==> src/rtl/dpseq_pkg.sv <==
// Shared types for the datapath sequencer: micro-op command layout,
// FSM state encoding and register-file constants.
package dpseq_pkg;

  localparam int unsigned ALU_W = 4;
  localparam int unsigned REG_W = 5;
  localparam int unsigned CMD_W = ALU_W + 3 * REG_W + 2;  // 21 bits packed

  localparam logic [REG_W-1:0] REG_ZERO = '0;

  typedef struct packed {
    logic [ALU_W-1:0] alu_op;
    logic [REG_W-1:0] rs1;
    logic [REG_W-1:0] rs2;
    logic [REG_W-1:0] rd;
    logic             we;
    logic             skipz;
  } cmd_t;

  typedef enum logic [1:0] {
    ST_IDLE = 2'd0,
    ST_RUN  = 2'd1,
    ST_HOLD = 2'd2
  } state_e;

  // Writes to x0 are architecturally discarded, so never pulse regwrite for them.
  function automatic logic writes_reg(input cmd_t c);
    return c.we && (c.rd != REG_ZERO);
  endfunction

endpackage

==> src/rtl/dpseq_fifo.sv <==
// DEPTH-entry synchronous command FIFO with flush; level/full/empty derived
// from a single occupancy counter. Pointers wrap modulo DEPTH (power of two).
module dpseq_fifo
  import dpseq_pkg::*;
#(
  parameter int unsigned DEPTH = 4,
  parameter int unsigned WIDTH = CMD_W
) (
  input  logic                     clk_i,
  input  logic                     rst_ni,
  input  logic                     push_i,
  input  logic                     pop_i,
  input  logic                     flush_i,
  input  logic [WIDTH-1:0]         wdata_i,
  output logic [WIDTH-1:0]         rdata_o,
  output logic                     full_o,
  output logic                     empty_o,
  output logic [$clog2(DEPTH):0]   level_o
);

  localparam int unsigned PW = $clog2(DEPTH);
  localparam int unsigned LW = PW + 1;

  logic [WIDTH-1:0] mem_q [DEPTH];
  logic [PW-1:0]    wptr_q, rptr_q;
  logic [LW-1:0]    cnt_q;
  logic             do_push, do_pop;

  assign do_push = push_i && !full_o && !flush_i;
  assign do_pop  = pop_i && !empty_o && !flush_i;

  // Storage array: written on accepted push, no reset needed.
  always_ff @(posedge clk_i) begin
    if (do_push) mem_q[wptr_q] <= wdata_i;
  end

  // Pointer and occupancy tracking; flush discards all entries.
  always_ff @(posedge clk_i or negedge rst_ni) begin
    if (!rst_ni) begin
      wptr_q <= '0;
      rptr_q <= '0;
      cnt_q  <= '0;
    end else if (flush_i) begin
      wptr_q <= '0;
      rptr_q <= '0;
      cnt_q  <= '0;
    end else begin
      if (do_push) wptr_q <= wptr_q + 1'b1;
      if (do_pop)  rptr_q <= rptr_q + 1'b1;
      unique case ({do_push, do_pop})
        2'b10:   cnt_q <= cnt_q + 1'b1;
        2'b01:   cnt_q <= cnt_q - 1'b1;
        default: cnt_q <= cnt_q;
      endcase
    end
  end

  assign rdata_o = mem_q[rptr_q];
  assign full_o  = (cnt_q == LW'(DEPTH));
  assign empty_o = (cnt_q == '0);
  assign level_o = cnt_q;

endmodule

==> src/rtl/datapath_sequencer.sv <==
// Command-driven sequencer for the register-file + ALU datapath: queues micro-ops,
// issues one per clock, suppresses x0 writes and skips ops on a zero result.
// Optional feature macro: DPSEQ_PERF_CNT_EN adds saturating issued/skipped counters.
module datapath_sequencer
  import dpseq_pkg::*;
#(
  parameter int unsigned DEPTH = 4,
  parameter int unsigned CNT_W = 16
) (
  input  logic                   clock,
  input  logic                   reset_n,
  input  logic                   cmd_valid,
  output logic                   cmd_ready,
  input  logic [ALU_W-1:0]       cmd_alu_op,
  input  logic [REG_W-1:0]       cmd_rs1,
  input  logic [REG_W-1:0]       cmd_rs2,
  input  logic [REG_W-1:0]       cmd_rd,
  input  logic                   cmd_we,
  input  logic                   cmd_skipz,
  input  logic                   hold,
  input  logic                   flush,
  input  logic                   zero_flag,
  output logic [REG_W-1:0]       read_reg_num1,
  output logic [REG_W-1:0]       read_reg_num2,
  output logic [REG_W-1:0]       write_reg,
  output logic [ALU_W-1:0]       alu_control,
  output logic                   regwrite,
  output logic                   busy,
  output logic [$clog2(DEPTH):0] fifo_level
`ifdef DPSEQ_PERF_CNT_EN
  ,
  output logic [CNT_W-1:0]       issued_cnt,
  output logic [CNT_W-1:0]       skipped_cnt
`endif
);

  state_e           state_q, state_d;
  cmd_t             push_cmd, head;
  logic [CMD_W-1:0] pop_data;
  logic             full, empty, push, pop;
  logic             zero_last, do_skip, do_issue;

  logic [REG_W-1:0] rs1_q, rs2_q, rd_q;
  logic [ALU_W-1:0] alu_q;
  logic             regwrite_q, active_q, zero_q;

  assign push_cmd = '{alu_op: cmd_alu_op, rs1: cmd_rs1, rs2: cmd_rs2,
                      rd: cmd_rd, we: cmd_we, skipz: cmd_skipz};

  // Ready is held low during reset and on flush so no command slips in.
  assign cmd_ready = reset_n && !full && !flush;
  assign push      = cmd_valid && cmd_ready;
  // Pop is allowed straight out of IDLE so an op issues two edges after its push.
  assign pop       = !hold && !flush && !empty;
  assign head      = cmd_t'(pop_data);
  assign zero_last = active_q ? zero_flag : zero_q;
  assign do_skip   = pop && head.skipz && zero_last;
  assign do_issue  = pop && !do_skip;

  dpseq_fifo #(
    .DEPTH (DEPTH),
    .WIDTH (CMD_W)
  ) u_fifo (
    .clk_i   (clock),
    .rst_ni  (reset_n),
    .push_i  (push),
    .pop_i   (pop),
    .flush_i (flush),
    .wdata_i (push_cmd),
    .rdata_o (pop_data),
    .full_o  (full),
    .empty_o (empty),
    .level_o (fifo_level)
  );

  // FSM state register.
  always_ff @(posedge clock or negedge reset_n) begin
    if (!reset_n) state_q <= ST_IDLE;
    else          state_q <= state_d;
  end

  // FSM next state: flush wins, then hold, then queue occupancy.
  always_comb begin
    state_d = state_q;
    if (flush) begin
      state_d = ST_IDLE;
    end else begin
      unique case (state_q)
        ST_IDLE: if (!empty) state_d = hold ? ST_HOLD : ST_RUN;
        ST_RUN:  if (hold) state_d = ST_HOLD;
                 else if (empty && !active_q) state_d = ST_IDLE;
        ST_HOLD: if (!hold) state_d = ST_RUN;
        default: state_d = ST_IDLE;
      endcase
    end
  end

  // Issue register: drives the datapath for exactly one cycle per issued op.
  always_ff @(posedge clock or negedge reset_n) begin
    if (!reset_n) begin
      rs1_q      <= '0;
      rs2_q      <= '0;
      rd_q       <= '0;
      alu_q      <= '0;
      regwrite_q <= 1'b0;
      active_q   <= 1'b0;
      zero_q     <= 1'b0;
    end else begin
      if (active_q) zero_q <= zero_flag;
      regwrite_q <= 1'b0;
      active_q   <= 1'b0;
      if (do_issue) begin
        rs1_q      <= head.rs1;
        rs2_q      <= head.rs2;
        rd_q       <= head.rd;
        alu_q      <= head.alu_op;
        regwrite_q <= writes_reg(head);
        active_q   <= 1'b1;
      end
    end
  end

  assign read_reg_num1 = rs1_q;
  assign read_reg_num2 = rs2_q;
  assign write_reg     = rd_q;
  assign alu_control   = alu_q;
  assign regwrite      = regwrite_q;
  assign busy          = !empty || active_q;

`ifdef DPSEQ_PERF_CNT_EN
  logic [CNT_W-1:0] issued_q, skipped_q;

  // Saturating performance counters, cleared by flush.
  always_ff @(posedge clock or negedge reset_n) begin
    if (!reset_n) begin
      issued_q  <= '0;
      skipped_q <= '0;
    end else if (flush) begin
      issued_q  <= '0;
      skipped_q <= '0;
    end else begin
      if (do_issue && (issued_q != '1))  issued_q  <= issued_q + 1'b1;
      if (do_skip && (skipped_q != '1))  skipped_q <= skipped_q + 1'b1;
    end
  end

  assign issued_cnt  = issued_q;
  assign skipped_cnt = skipped_q;
`endif

endmodule
==> config.mk <==
export PLATFORM = sky130hd
export DESIGN_NAME = datapath_sequencer
export DESIGN_NICKNAME = d
export VERILOG_FILES = /design/src/rtl/dpseq_pkg.sv /design/src/rtl/dpseq_fifo.sv /design/src/rtl/datapath_sequencer.sv
export SDC_FILE = /design/constraint.sdc
export NUM_CORES = 1
export LEC_CHECK = 0
export BUFFER_PORTS_ARGS = -buffer_cell sky130_fd_sc_hd__buf_2
export CAP_MARGIN = 10
export CORE_UTILIZATION = 62
export CTS_CLUSTER_DIAMETER = 60
export DETAILED_ROUTE_END_ITERATION = 10
export PLACE_DENSITY_LB_ADDON = 0.3
export SLEW_MARGIN = 25
export SYNTH_ARGS = -nofsm -noshare
export SYNTH_HDL_FRONTEND = slang
export SYNTH_SLANG_ARGS = --single-unit
==> constraint.sdc <==
create_clock -name clock -period 5.3 [get_ports clock]
set_clock_uncertainty 0.1 [all_clocks]
set_input_delay 1.325 -clock clock [delete_from_list [all_inputs] [get_ports clock]]
set_output_delay 1.325 -clock clock [all_outputs]
set_load 0.005 [all_outputs]
* Yosys cells after proc, flatten, opt, wreduce, memory -nomap -nowiden
Memory sizes are Yosys's and may differ from the RTL's. Index checks and enable logic that the tools add are counted.
Storage, ports and cells: register bits after elaboration 29, memory bits (writable) 84, bits of input ports 27, output and inout bits 25, logic and storage cells 53, memories kept 1
Cells by class: add/subtract/negate cells 4, equality and inequality tests 3, muxes and demuxes 11, reductions and logical operators 24
Memories:
- u_fifo.mem_q | words 4, bits a word 21, rd ports 1, clocked after Yosys merged registers in 0, write ports 1, RTL line dpseq_fifo.sv:24 | logic [WIDTH-1:0] mem_q [DEPTH];
Operators by type and width (number):
- 1-bit logical AND | 13
- 2-bit two-way mux | 4
- 3-bit case mux with 2 select lines | 1
- 1-bit logical NOT | 5
- 1-bit two-way mux | 5
- 5-bit nonzero test | 1
- 2-bit by 1-bit adder with 2-bit output (second input constant) | 2
- 2-bit nonzero test | 2
- 3-bit by 1-bit adder with 3-bit output (second input constant) | 1
- 3-bit equality test (second input constant) | 1
- 3-bit logical NOT | 1
- 3-bit two-way mux | 1
- 3-bit nonzero test | 1
- 3-bit by 1-bit subtractor with 3-bit output (second input constant) | 1
- 2-bit by 1-bit equality test with 1-bit output (second input constant) | 1
- 2-bit equality test (second input constant) | 1
- 1-bit logical OR | 1

* Depth between registers and ports, before layout
Gate-level depths: netlist of the first run.
depth in word-level cells 10, depth in mapped cells 9, mapped depth without buffers 8

* Cells and area by module
From an unflattened synthesis of the first run, not the netlist that was laid out.
Unflattened totals: cells, all modules 228, area total of the unflattened synthesis 4629.4 µm²
Modules (own cells, without submodules):
- dpseq_fifo | times used 1, cells an instance 177, area an instance 3677.3 µm², seq. area each 2697.6 µm²
- datapath_sequencer | times used 1, cells an instance 51, area an instance 952.2 µm², seq. area each 550.5 µm²

* Least setup slack after synthesis of the first run
No wires, ideal clock.
kind in2reg, start point in flush, end point reg u_fifo.cnt_q[2] (netlist: u_fifo.level_o[2]), library setup time 0.078 ns, arrival time 3.444 ns, required time 5.122 ns, setup slack 1.678 ns, stages on the path 9, path buffers 1, cell sequence clkbuf_1 nand3b_1 a21oi_1 nor4_1 fa_1 or3_1 o21ai_0 a32oi_1 a21oi_1
On the way: longest elaborated chain between the ends 8, elaborated cells between the ends (all ways) 14, classes of those cells eq/ne (2); mux (2); reduce/logical (10)
RTL lines:
- from (decl) | RTL line datapath_sequencer.sv:21 | input logic flush,
- 1-bit logical NOT
- 1-bit logical AND (on tied branches) | RTL line datapath_sequencer.sv:54, datapath_sequencer.sv:51
- 1-bit logical AND (on tied branches) | RTL line datapath_sequencer.sv:54, datapath_sequencer.sv:52
- 1-bit logical AND (on tied branches) (2 in series) | RTL line dpseq_fifo.sv:30, dpseq_fifo.sv:29
- 2-bit by 1-bit equality test with 1-bit output or 2-bit equality test (tied branches) | RTL line dpseq_fifo.sv:50 | unique case ({do_push, do_pop})
- 3-bit case mux with 2 select lines | RTL line dpseq_fifo.sv:50
- 3-bit two-way mux | RTL line dpseq_fifo.sv:43 | end else if (flush_i) begin
- to (signal assigned) | RTL line dpseq_fifo.sv:51 | 2'b10: cnt_q <= cnt_q + 1'b1;
- to (signal assigned) | RTL line dpseq_fifo.sv:52 | 2'b01: cnt_q <= cnt_q - 1'b1;
- to (signal assigned) | RTL line dpseq_fifo.sv:53 | default: cnt_q <= cnt_q;
- to (decl) | RTL line dpseq_fifo.sv:26 | logic [LW-1:0] cnt_q;
Parallel ways exist; a longest one is shown, timed or not. A chain may end at the register's enable or synchronous reset.

* Final worst setup path of the first run
start point in reset_n, end point out cmd_ready
On the way: longest elaborated chain between the ends 2
RTL lines:
- from (decl) | RTL line datapath_sequencer.sv:11 | input logic reset_n,
- 1-bit logical AND (2 in series) | RTL line datapath_sequencer.sv:51 | assign cmd_ready = reset_n && !full && !flush;
- to (decl) | RTL line datapath_sequencer.sv:13 | output logic cmd_ready,
No other way between the ends.

==> results of run 1 <==
[power by group through the flow]
stage          logic (mW)  registers, mW  clock network, mW
6_report            0.403           1.11               1.26
4_1_cts             0.410           1.11               1.27
2_1_floorplan       0.255           1.12                  0
5_1_grt             0.434           1.12               1.31
3_3_place_gp        0.383           1.12                  0
3_5_place_dp        0.398           1.12                  0
[cells in the final DEF (no fill, tap or decap), types with 2 or more instances in the layout]
master	n
mux4_2	20
edfxtp_1	84
or3b_2	2
dfrtp_1	29
clkbuf_16	16
and2_1	3
nand2_1	5
a21oi_1	5
mux2_2	3
mux2_4	18
buf_4	7
xnor2_1	3
nand2b_1	2
nor2_1	10
inv_1	3
buf_2	51
clkinv_1	2
o21ai_0	3
bufinv_16	6
clkinv_4	3
ha_1	4
nor3_1	3
clkbuf_8	2
[how the worst max path moves through the flow]
stage | from | end | slack (ps) | depth (start not counted)
2_1_floorplan | flush | u_fifo.level_o[2] | 1680 | 9
3_5_place_dp | flush | u_fifo.level_o[2] | 1310 | 9
5_1_grt | reset_n | cmd_ready | 1600 | 5
6_report | reset_n | cmd_ready | 1720 | 5
4_1_cts | reset_n | cmd_ready | 1670 | 5
3_3_place_gp | flush | u_fifo.level_o[2] | 1490 | 9
[layer usage]
layer,track usage,vias up,routed length (microns)
met5,0,-,0
met4,0.105,0,137
met3,0.0787,14,308
met2,0.413,61,4450
met1,0.319,1177,3540
li1,-,999,-
[worst max-delay path: cells and delay by family]
kind | cells | cell delay (ps)
AND/OR/NAND/NOR | 1 | 90
AO/OA/AOI/OAI | 1 | 120
buffers and inverters | 3 | 610
[stage by stage]
stage	total power [mW]	cells
3_3_place_gp	1.50	364
5_1_grt	2.86	396
3_5_place_dp	1.52	364
2_1_floorplan	1.37	220
4_1_cts	2.78	396
6_report	2.77	396
[cell type report]
cell class	instances	area (sq um)
Timing Repair Buffer	58	308
Clock buffer	18	428
Tap cell	96	120
Inverter	3	11.3
Fill cell	357	1370
Multi-Input combinational cell	94	1150
Clock inverter	14	235
Sequential cell	113	3250
[kinds of logic (layout without fill, tap and decap cells)]
family | after synthesis | in the layout | synth area share
compound gates | 12 | 12 | 0.0207
xor+xnor | 4 | 4 | 0.0109
fa+ha+maj | 5 | 5 | 0.0157
buf+inv | 13 | 93 | 0.0162
flops | 113 | 113 | 0.726
mux | 42 | 42 | 0.175
simple gates | 31 | 31 | 0.0358
==> flow_summary.yaml, run 1 <==
logic_synthesis:
  synth_area_leader_cell: "edfxtp_1"
  synth_edf_count: 84
  async_flop_share: 0.257
  synth_cells: 220
  ys_seq_elements: 113
  synth.top_cells.by_count: "edfxtp_1, dfrtp_1, mux4_2"
  yosysUniqueCellTypes: 31
  yosys_warnings: 0
  yosysMostFrequentCell: "edfxtp_1"
  syn_area_per_cell_sq_um: 20.3
  syn-num-nets: 252
  syn_area_sq_um: 4470
  synth_top_area_share: 0.564
  yosys-top-cells-area: "edfxtp_1, dfrtp_1, mux4_2, mux2_4, ha_1"
  synth_flop_cell: "edfxtp_1"
  yosysSeqAreaShare: 0.726
layout:
  final_nets: 319
  fin_util: 0.801
  syn2layout_area_growth_pct: 23.0
  fin_area_sq_um: 5500
  antenna_cells: 0
  drive_gt1_frac: 0.443
  largest_register: "u_fifo.mem_q"
  largest_register_ffs: 84
critical_path:
  rr_worst_depth: 5
  crit_path_end_kind: "primary output"
  rrSetupSlack_ps: 2060
  worstPathCellList: "buf_2 -> buf_4 -> nand2b_1 -> a21oi_1 -> buf_2"
  cp_common_cell: "buf_2"
  cp_max_fo: 30
  max_stage_delay_ps: 380
  worstReg2RegStart: "u_fifo.rptr_q[0]"
  crit_type: "in2out"
  startpoint_type: "input port"
  cp.required_ps: 3880
  critical_path_arrival_ps: 2160
  slowest_stage: "buf_4"
  reg2reg_to: "alu_control[3]"
global_routing:
  antenna_found_initial: 1
  grt_overflow: 0
  grt_pass1_wl_microns: 12800
  grtUsageTotal: 0.253
  grt_max_degree: 31
  grt_pass1_vias: 2298
clock_network:
  h-tree-depth: 4
  clkLatencyLatePin_ps: 510
  clkTransAtPathRegs_ps: 50
  postCtsSetupRepairBufs: 0
  postCtsHoldBufs: 0
  cts-root-buf: "clkbuf_8"
  ctsResizeCount: 0
  numCtsBuffers: 17
  cts.sinks: 113
  cts_tree: "yes"
  clockBufferDepth: 2
route:
  remaining_drc_errors: 0
  wirelength_microns: 8440
  vias: 2251
  postRouteAntennaNets: 0
  wl_per_cell_microns: 21.3
  viasPerCell: 5.68
  first_pass_iters: 6
  drt_iter0_markers: 126
run_status:
  status: "finished clean"
power:
  leakagePower_nw: 2.08
  pwr_density_cell_nw_per_um2: 503
  p_sw_uw: 618
  combPwrFrac: 0.145
  peakVddDrop_mv: 0.347
  p_sw_frac: 0.223
  intPower_mw: 2.15
  pwr-share-clk: 0.455
  power_frac_seq: 0.400
floorplan:
  die_y_microns: 86.9
  num_rows: 30
  ioPinCount: 52
  die_w_microns: 86.9
  die_area_sq_um: 7560
  core_area_sq_um: 6870
  start_util: 0.651
job:
  drv_cap: 0
hold_path:
  hold_start: "write_reg[2]"
  hold_path.class: "reg2reg"
  hold_depth: 1
  hold-path-endpoint: "write_reg[2]"
placement:
  place_hpwl_microns: 4500
  numPortBuffers: 51
  placed_area_sq_um: 4840
  gp_congestion: 0.709
  dp_slack_ps: 1310
timing:
  clock.fmax_mhz: 279
  maxSlewHeadroom: 0.369
  hold_viol: 0
  holdWs_ps: 404
  setup_slack_ps: 1720
  rsz0062_at_grt: "false"
  slew_viol_final: 0
  tightest_slew_ps: 947
  setup_tns_ps: 0
  period_share: 0.676
  setup_viol: 0
  fin_crit_ps: 3580
Note: power is estimated with default switching activity, not from simulation.
==> run 2: changes to the inputs <==
--- a/config.mk
+++ b/config.mk
@@ -7,7 +7,7 @@
 export LEC_CHECK = 0
 export BUFFER_PORTS_ARGS = -buffer_cell sky130_fd_sc_hd__buf_2
 export CAP_MARGIN = 10
-export CORE_UTILIZATION = 62
+export CORE_UTILIZATION = 57
 export CTS_CLUSTER_DIAMETER = 60
 export DETAILED_ROUTE_END_ITERATION = 10
 export PLACE_DENSITY_LB_ADDON = 0.3
==> constraint.sdc (replaced) <==
create_clock -name clock -period 3.6 [get_ports clock]
set_clock_uncertainty 0.1 [all_clocks]
set_input_delay 0.9 -clock clock [delete_from_list [all_inputs] [get_ports clock]]
set_output_delay 0.9 -clock clock [all_outputs]
set_load 0.005 [all_outputs]
==> run 2 against run 1 <==
  * Die area is 8.6% higher
  * Via count is 1.9% higher
  * Power is 43% higher
  * Final cell count is 2.0% higher
  * Non-clock buffer count is 5 higher
  * Flip-flop and latch count stayed put
  * Global-route usage is 2.2 points lower
  * Largest cell class unchanged
  * Core utilization is 5.6 points lower
  * Wire length is 0.64% lower
  * First-iteration DRC count is 25% lower
  * Clock power is 37% higher
  * Sequential power is 48% higher
==> flow_summary.yaml, run 2 (synthesis results as in run 1) <==
run_status:
  status: "finished clean"
critical_path:
  crit_type: "in2reg"
  worstPathCellList: "buf_2 -> nand3b_1 -> a21oi_1 -> buf_4 -> nor4_1 -> fa_1 -> or3_1 -> o21ai_0 -> a32oi_1 -> a21oi_1"
  max_stage_delay_ps: 440
  slowest_stage: "fa_1"
  cp_max_fo: 11
  startpoint_type: "input port"
  rrSetupSlack_ps: 1130
  crit_buf_inv: 2
  critical_path_arrival_ps: 3090
  cp.depth: 10
  crit_end: "u_fifo.level_o[2]"
  cp_common_cell: "a21oi_1"
  crit_family: "simple AND/OR/NAND/NOR gates"
  crit_path_end_kind: "flip-flop"
  reg2reg_to: "u_fifo.level_o[2]"
  cp.required_ps: 3920
  rr_worst_depth: 9
  worstReg2RegStart: "u_fifo.level_o[0]"
  worstSetupStartpoint: "flush"
placement:
  placed_area_sq_um: 4910
  numPortBuffers: 51
  gp_congestion: 0.746
  place_hpwl_microns: 4730
global_routing:
  grt_pass1_wl_microns: 13300
  grt_max_degree: 31
  antenna_found_initial: 0
  grtUsageMet3: 0.0833
  met2_usage: 0.375
  use_met1: 0.281
  grt_pass1_vias: 2411
  grtUsageTotal: 0.232
  grt_busiest_layer: "met2"
  grt_overflow: 0
timing:
  slew_viol_final: 0
  maxSlewHeadroom: 0.667
  setup_viol: 0
  period_share: 0.768
  rsz0062_at_grt: "false"
  setup_tns_ps: 0
  clock.fmax_mhz: 362
  hold_viol: 0
  fin_crit_ps: 2770
  tightest_slew_ps: 500
layout:
  fin_area_sq_um: 5520
  drive_gt1_frac: 0.436
  syn2layout_area_growth_pct: 23.4
  final_cell_mix: "edfxtp_1, buf_2, dfrtp_1, mux4_2, mux2_4"
  final_nets: 324
  fillers: 429
  layout_commonest_cell: "edfxtp_1"
  largest_register_ffs: 84
  largest_register: "u_fifo.mem_q"
  antenna_cells: 0
floorplan:
  core_area_sq_um: 7410
  num_rows: 31
  die_w_microns: 90.6
  ioPinCount: 52
  die_y_microns: 90.6
  start_util: 0.604
  die_area_sq_um: 8210
power:
  peakVddDrop_mv: 0.467
  combPwrFrac: 0.151
  p_sw_uw: 881
  power_frac_seq: 0.413
  pwr-share-clk: 0.436
  pwr_density_cell_nw_per_um2: 718
  p_sw_frac: 0.223
  leakagePower_nw: 2.09
  intPower_mw: 3.08
  total_power_mw: 3.96
clock_network:
  cts-root-buf: "clkbuf_8"
  numCtsBuffers: 17
  postCtsSetupRepairBufs: 0
  h-tree-depth: 4
  clkTransAtPathRegs_ps: 50
  ctsResizeCount: 0
  cts.sinks: 113
  cts_tree: "yes"
  clockBufferDepth: 2
  postCtsHoldBufs: 0
  clkLatencyLatePin_ps: 510
route:
  remaining_drc_errors: 0
  wirelength_microns: 8390
  postRouteAntennaNets: 0
  vias: 2293
  wl_per_cell_microns: 20.8
  first_pass_iters: 4
  drt_iter0_markers: 95
  viasPerCell: 5.68
job:
  drv_cap: 0
hold_path:
  hold_path.class: "in2async"
-- run 2: metrics by stage --
stage          cells   util  hold slack [ps]  setup WS, ps
2_1_floorplan    220      -              405           403
3_3_place_gp     372  0.662              393           472
6_report         404  0.745              350           834
4_1_cts          404  0.745              355           834
3_5_place_dp     372  0.662              391           358
5_1_grt          404  0.745              354           654
-- run 2: final cells by class --
| class | count | area, sq um | share of cell area |
|---|---|---|---|
| flip-flops and latches | 113 | 3250 | 0.589 |
| well taps | 99 | 124 | 0.0224 |
| inverters | 3 | 11.3 | 0.00204 |
| repair buffers | 63 | 370 | 0.0671 |
| clock inverters | 13 | 191 | 0.0347 |
| clock buffers | 19 | 422 | 0.0764 |
| multi-input cells | 94 | 1150 | 0.209 |
-- run 2: power groups by stage --
stage	clock, mW	sequential [mW]	combinational (mW)
finish	1.72	1.64	0.600
global route	1.81	1.65	0.644
global placement	0	1.65	0.575
detailed placement	0	1.65	0.595
CTS	1.75	1.64	0.609
floorplan	0	1.64	0.376
-- run 2: worst register-to-register path, stage by stage, from the launching register on --
cell and delay, ps:
dfrtp_1 490, nor2_1 160, a21oi_1 170, buf_4 190, nor4_1 70, fa_1 440, or3_1 380, o21ai_0 150
a32oi_1 80, a21oi_1 180
-- run 2: metal layers --
| layer | part of all wire | vias to the layer above |
|---|---|---|
| met4 | 0.018 | 0 |
| li1 | - | 1011 |
| met1 | 0.41 | 1185 |
| met3 | 0.050 | 12 |
| met2 | 0.53 | 85 |
| met5 | 0 | - |
-- run 2: worst min path at each step --
stage	cells past startpoint	from	slack [ps]	to
final	2	reset_n	350	alu_control[1]
after global routing	2	reset_n	350	alu_control[1]
after CTS	2	reset_n	360	write_reg[0]
after detailed placement	1	write_reg[4]	390	write_reg[4]
after global placement	1	alu_control[1]	390	alu_control[1]
after floorplan	1	alu_control[3]	410	alu_control[3]
